===== src/rtl/lfsr_word_packer.sv =====
// lfsr_word_packer: packs the LFSR serial bit stream into words and buffers them in a FWFT FIFO.
//
// Ports:
//   clk         rising-edge clock
//   rst         asynchronous reset, active-low
//   bit_in      serial bit from the LFSR
//   bit_en      sample bit_in on this edge
//   clr         synchronous clear of packer, FIFO and overflow (bit_en ignored)
//   word_data   FIFO head word, 0 while empty
//   word_ones   ones-count stored with the head word, 0 while empty
//   word_valid  FIFO not empty
//   word_ready  consumer takes the head on this edge
//   fifo_level  number of buffered words
//   overflow    sticky: a completed word was dropped because the FIFO was full
module lfsr_word_packer #(
    parameter int WORD_W     = 8,
    parameter int FIFO_DEPTH = 4,
    parameter int MSB_FIRST  = 1
) (
    input  logic                              clk,
    input  logic                              rst,
    input  logic                              bit_in,
    input  logic                              bit_en,
    input  logic                              clr,
    output logic [WORD_W-1:0]                 word_data,
    output logic [$clog2(WORD_W+1)-1:0]       word_ones,
    output logic                              word_valid,
    input  logic                              word_ready,
    output logic [$clog2(FIFO_DEPTH+1)-1:0]   fifo_level,
    output logic                              overflow
);
    localparam int CW = $clog2(WORD_W);
    localparam int OW = $clog2(WORD_W + 1);
    localparam int LW = $clog2(FIFO_DEPTH + 1);
    localparam int PW = $clog2(FIFO_DEPTH);

    logic [CW-1:0]     cnt;
    logic [OW-1:0]     acc;
    logic [WORD_W-1:0] sr;
    logic [WORD_W-1:0] sr_nxt;
    logic [OW-1:0]     ones_nxt;
    logic              done;
    logic              full;
    logic              pop;
    logic              push;
    logic [PW-1:0]     wptr;
    logic [PW-1:0]     rptr;
    logic [WORD_W-1:0] data_mem [FIFO_DEPTH];
    logic [OW-1:0]     ones_mem [FIFO_DEPTH];

    // sr_nxt/ones_nxt already include the current bit, so a completing edge pushes them directly
    assign sr_nxt     = (MSB_FIRST != 0) ? {sr[WORD_W-2:0], bit_in} : {bit_in, sr[WORD_W-1:1]};
    assign ones_nxt   = acc + OW'(bit_in);
    assign done       = bit_en && (cnt == CW'(WORD_W - 1));
    assign word_valid = fifo_level != '0;
    assign full       = fifo_level == LW'(FIFO_DEPTH);
    assign pop        = word_valid && word_ready;
    // a full FIFO still accepts a word when the head leaves on the same edge
    assign push       = done && (!full || pop);
    assign word_data  = word_valid ? data_mem[rptr] : '0;
    assign word_ones  = word_valid ? ones_mem[rptr] : '0;

    always_ff @(posedge clk or negedge rst) begin
        if (!rst) begin
            cnt <= '0;
            acc <= '0;
            sr  <= '0;
        end else if (clr || done) begin
            cnt <= '0;
            acc <= '0;
            sr  <= '0;
        end else if (bit_en) begin
            cnt <= cnt + CW'(1);
            acc <= ones_nxt;
            sr  <= sr_nxt;
        end
    end

    always_ff @(posedge clk or negedge rst) begin
        if (!rst) begin
            wptr       <= '0;
            rptr       <= '0;
            fifo_level <= '0;
            overflow   <= 1'b0;
        end else if (clr) begin
            wptr       <= '0;
            rptr       <= '0;
            fifo_level <= '0;
            overflow   <= 1'b0;
        end else begin
            wptr       <= wptr + PW'(push);
            rptr       <= rptr + PW'(pop);
            fifo_level <= fifo_level + LW'(push) - LW'(pop);
            overflow   <= overflow | (done && full && !pop);
        end
    end

    // storage needs no reset: entries are only visible through word_valid
    always_ff @(posedge clk) begin
        if (push) begin
            data_mem[wptr] <= sr_nxt;
            ones_mem[wptr] <= ones_nxt;
        end
    end
endmodule


===== config.mk =====
export PLATFORM = sky130hd
export DESIGN_NAME = lfsr_word_packer
export DESIGN_NICKNAME = d
export VERILOG_FILES = /design/src/rtl/lfsr_word_packer.sv
export SDC_FILE = /design/constraint.sdc
export NUM_CORES = 1
export LEC_CHECK = 0
export CAP_MARGIN = 5
export CORE_ASPECT_RATIO = 0.75
export CORE_UTILIZATION = 40
export DETAILED_ROUTE_END_ITERATION = 8
export GPL_ROUTABILITY_DRIVEN = 0
export SETUP_SLACK_MARGIN = 0.5
export SYNTH_ARGS = -nofsm -noshare
export SYNTH_HDL_FRONTEND = slang
export SYNTH_SLANG_ARGS = --single-unit

===== constraint.sdc =====
create_clock -name clk -period 7 [get_ports clk]
set_input_delay 1.05 -clock clk [delete_from_list [all_inputs] [get_ports clk]]
set_output_delay 1.05 -clock clk [all_outputs]
set_load 0.02 [all_outputs]

==> impl_results.rst <==
.. list-table::
   :header-rows: 1

   * - Metric
     - Value
   * - Placement Cell Area
     - 3209 um2
   * - # setup viols final
     - 0
   * - CP Data Arrival Time
     - 2.50 ns
   * - Synth warnings
     - 0
   * - Setup_tns
     - 0 ns
   * - I/O Pins
     - 23
   * - Row count
     - 26
   * - Congestion Overflow GR
     - 0
   * - Clock tree from TritonCTS
     - done
   * - Multiplexer area fraction after synthesis
     - 0.09752
   * - Top area cells in the synthesized netlist
     - edfxtp_1, dfrtp_1, mux4_2, ha_1, nor2b_1
   * - Max Buffers Root-to-Sink
     - 2
   * - Growth of design area from synthesis to finish
     - 19.11%
   * - Number of max-cap violations
     - 0
   * - Main flop type after synthesis
     - edfxtp_1
   * - Post-CTS resize count
     - 0
   * - Distinct cells, synth
     - 32
   * - Number of flops mapped to enable cells by yosys
     - 48
   * - Remaining max-slew budget at the tightest pin
     - 0.3122
   * - Root Buffer Master
     - clkbuf_8
   * - Pin count of the biggest net entering global routing
     - 23
   * - Cell type with the largest total area after synthesis
     - edfxtp_1
   * - Insertion delay to the later sink of the worst-skew pair
     - 0.35 ns
   * - Effective utilization at floorplan
     - 0.4187
   * - Total of flip-flops plus latches after synthesis
     - 70
   * - Start-to-end type of the worst setup path
     - flip-flop to output pin
   * - Top cell type's share of synthesized area
     - 0.5015
   * - Number of global-route vias before repair
     - 1635
   * - Hold-fix buffers, CTS
     - 0
   * - Share of synthesized area occupied by flip-flops and latches
     - 0.6931
   * - Worst hold path type
     - flip-flop to flip-flop
   * - Cell leakage power
     - 1.273 nW
   * - Clk pin slew, worst setup/hold paths
     - 0.07 ns
   * - Final routed wire length divided by cell count
     - between 15 and 20 um
   * - Number of hold-slack violations in the final timing report
     - 0
   * - Unrepaired setup endpoints after global routing
     - false
   * - Routed vias/inst
     - 5.039
   * - Mapped Nets
     - 191
   * - Fraction of final layout cells with drive strength greater than 1
     - 0.1571
   * - Startpoint kind of the worst setup timing path
     - flip-flop
   * - Number of remaining DRC errors
     - 0
   * - Post-synthesis compound-gate area fraction
     - 0.03700
   * - Worst clock skew
     - roughly 0.0088 ns
   * - Number of antenna repair diodes
     - 0
   * - Data required time of the critical path
     - 5.95 ns
   * - Initial antenna violation count
     - 0
   * - Max Fanout on Critical Path
     - 13
   * - Via total after detailed routing
     - approximately 1600
   * - Wire length of the first global-routing pass
     - 8.431 mm
   * - Xor and xnor fraction of the mapped netlist area
     - 0.01524
   * - Category of the worst setup path capture point
     - output pin
   * - Minimum clock period
     - between 3 and 4 ns
   * - Total die area
     - 7532 um2
   * - Mean instance size in the synthesized netlist
     - roughly 16 um2
   * - Post-CTS Setup Repair Bufs
     - 0
   * - Post-layout instance area
     - around 3400 um2
   * - Wire length after detailed routing
     - 5.176 mm
   * - Total number of nets in the final design
     - 220
   * - Height of the die
     - 75.41 um
   * - DR pass1 iterations
     - 4
   * - Width of the chip
     - 99.88 um
   * - # H-tree levels
     - 3
   * - Overall track demand over capacity in global routing
     - 0.1602
   * - Max-slew violation count
     - 0
   * - Simple logic cell fraction of the synthesized area
     - 0.09578
   * - Result of the run
     - finished, final reports clean
   * - Dominant cell by count in the synthesized netlist
     - edfxtp_1
   * - Adder-cell share of the synthesized area
     - 0.04179
   * - Total CTS buffers
     - 9
   * - Area of the mapped netlist
     - 2874 um2
   * - Initial DRC Count
     - a little over 80
   * - Proportion of synthesized flip-flops having asynchronous set or reset
     - 0.3143
   * - Fill count
     - 589
   * - Maximum operating frequency
     - 281.4 MHz
   * - P per Cell Area
     - 341.5 nW/um2
   * - Worst IR Drop VDD
     - around 240 uV
   * - Worst-Margin Slew
     - 1.028 ns
   * - List of most frequent post-synthesis cells
     - edfxtp_1, dfrtp_1, nor2_1, nor2b_1, mux4_2
   * - Estimated wirelength of the detail-placed design
     - 3.380 mm
   * - Tcrit/Tclk final
     - 0.5077
   * - CTS sink count
     - 70
   * - Count of antenna-violating nets left after detailed routing
     - 0
   * - Port-buffer cells
     - 22
   * - Gate count after technology mapping
     - 176
   * - Largest family of logic cells by synthesized area
     - multiplexers
   * - Core footprint
     - 6864 um2
-- through the flow --
step / hold WS (ns) / total power [mW] / std cells / utilization / setup slack [ns]
CTS: 0.5254 / 1.184 / 308 / 0.4987 / 3.356
floorplan: 0.4769 / 0.6925 / 176 / - / 4.047
global route: 0.5688 / 1.229 / 308 / 0.4987 / 3.274
finish: 0.5176 / 1.169 / 308 / 0.4987 / 3.446
global placement: 0.4944 / 0.8310 / 292 / 0.4676 / 3.615
detailed placement: 0.5041 / 0.8393 / 292 / 0.4676 / 3.510
-- layout make-up --
cell class / instances / area [um2] / share of cell area
clock buffers: 10 / 127.6 / 0.03728
clock inverters: 6 / 86.33 / 0.02522
inverters: 5 / 18.77 / 0.005482
multi-input cells: 93 / 825.8 / 0.2412
flip-flops and latches: 70 / 1992 / 0.5819
well taps: 98 / 122.6 / 0.03582
repair buffers: 26 / 250.2 / 0.07310
-- where the power goes --
| group | switching [mW] | internal, mW |
|---|---|---|
| clock network | 0.145 | 0.200 |
| logic | 0.154 | 0.181 |
| registers | 0.0364 | 0.453 |
| total | 0.336 | 0.833 |
-- per-layer routing --
metal / vias to the layer above / wire (um) / GRT usage
met4: 0 / 103 / 0.07353
met2: 42 / 2530 / 0.2736
li1: 718 / - / -
met1: 781 / 2297 / 0.1888
met5: - / 0 / 0
met3: 11 / 244 / 0.05321
-- critical path, stage by stage, from the launching register on --
cell	delay, ns
dfrtp_1	0.87
mux4_2	0.62
nor2b_1	0.15
clkdlybuf4s50_1	0.54
-- cells in the final DEF (no fill, tap or decap), types with 3 or more instances in the layout --
cell and count:
clkdlybuf4s50_1 22, clkbuf_8 9, nor3_1 3, a22oi_1 10, nor2b_1 13, dfrtp_1 22, ha_1 8, buf_4 4
xnor2_1 3, and2b_1 4, nand2_1 3, nor2_1 18, edfxtp_1 48, mux4_2 12, inv_1 4
-- flip-flops by register name, indices dropped and copies added, names as in the netlist --
signal / count
overflow: 1
rptr: 2
wptr: 2
sr: 7
acc: 4
cnt: 3
fifo_level: 3
ones_mem: 16
data_mem: 32
-- worst paths after layout --
path,start,slack [ns],cells past startpoint,endpoint
worst max-delay path,rptr[0],3.45,3,word_ones[1]
worst min-delay path,overflow,0.52,2,overflow
worst max register to register,cnt[0],4.36,12,fifo_level[2]
worst min register to register,overflow,0.52,2,overflow
max in group asynchronous,rst,5.10,1,rptr[0]
min in group asynchronous,rst,1.27,1,overflow
-- kinds of logic after synthesis --
group,count (synthesis)
compound gates,15
xor+xnor,5
fa+ha+maj,9
buf+inv,13
flops,70
mux,13
simple gates,51
(Power assumes the default switching activity.)
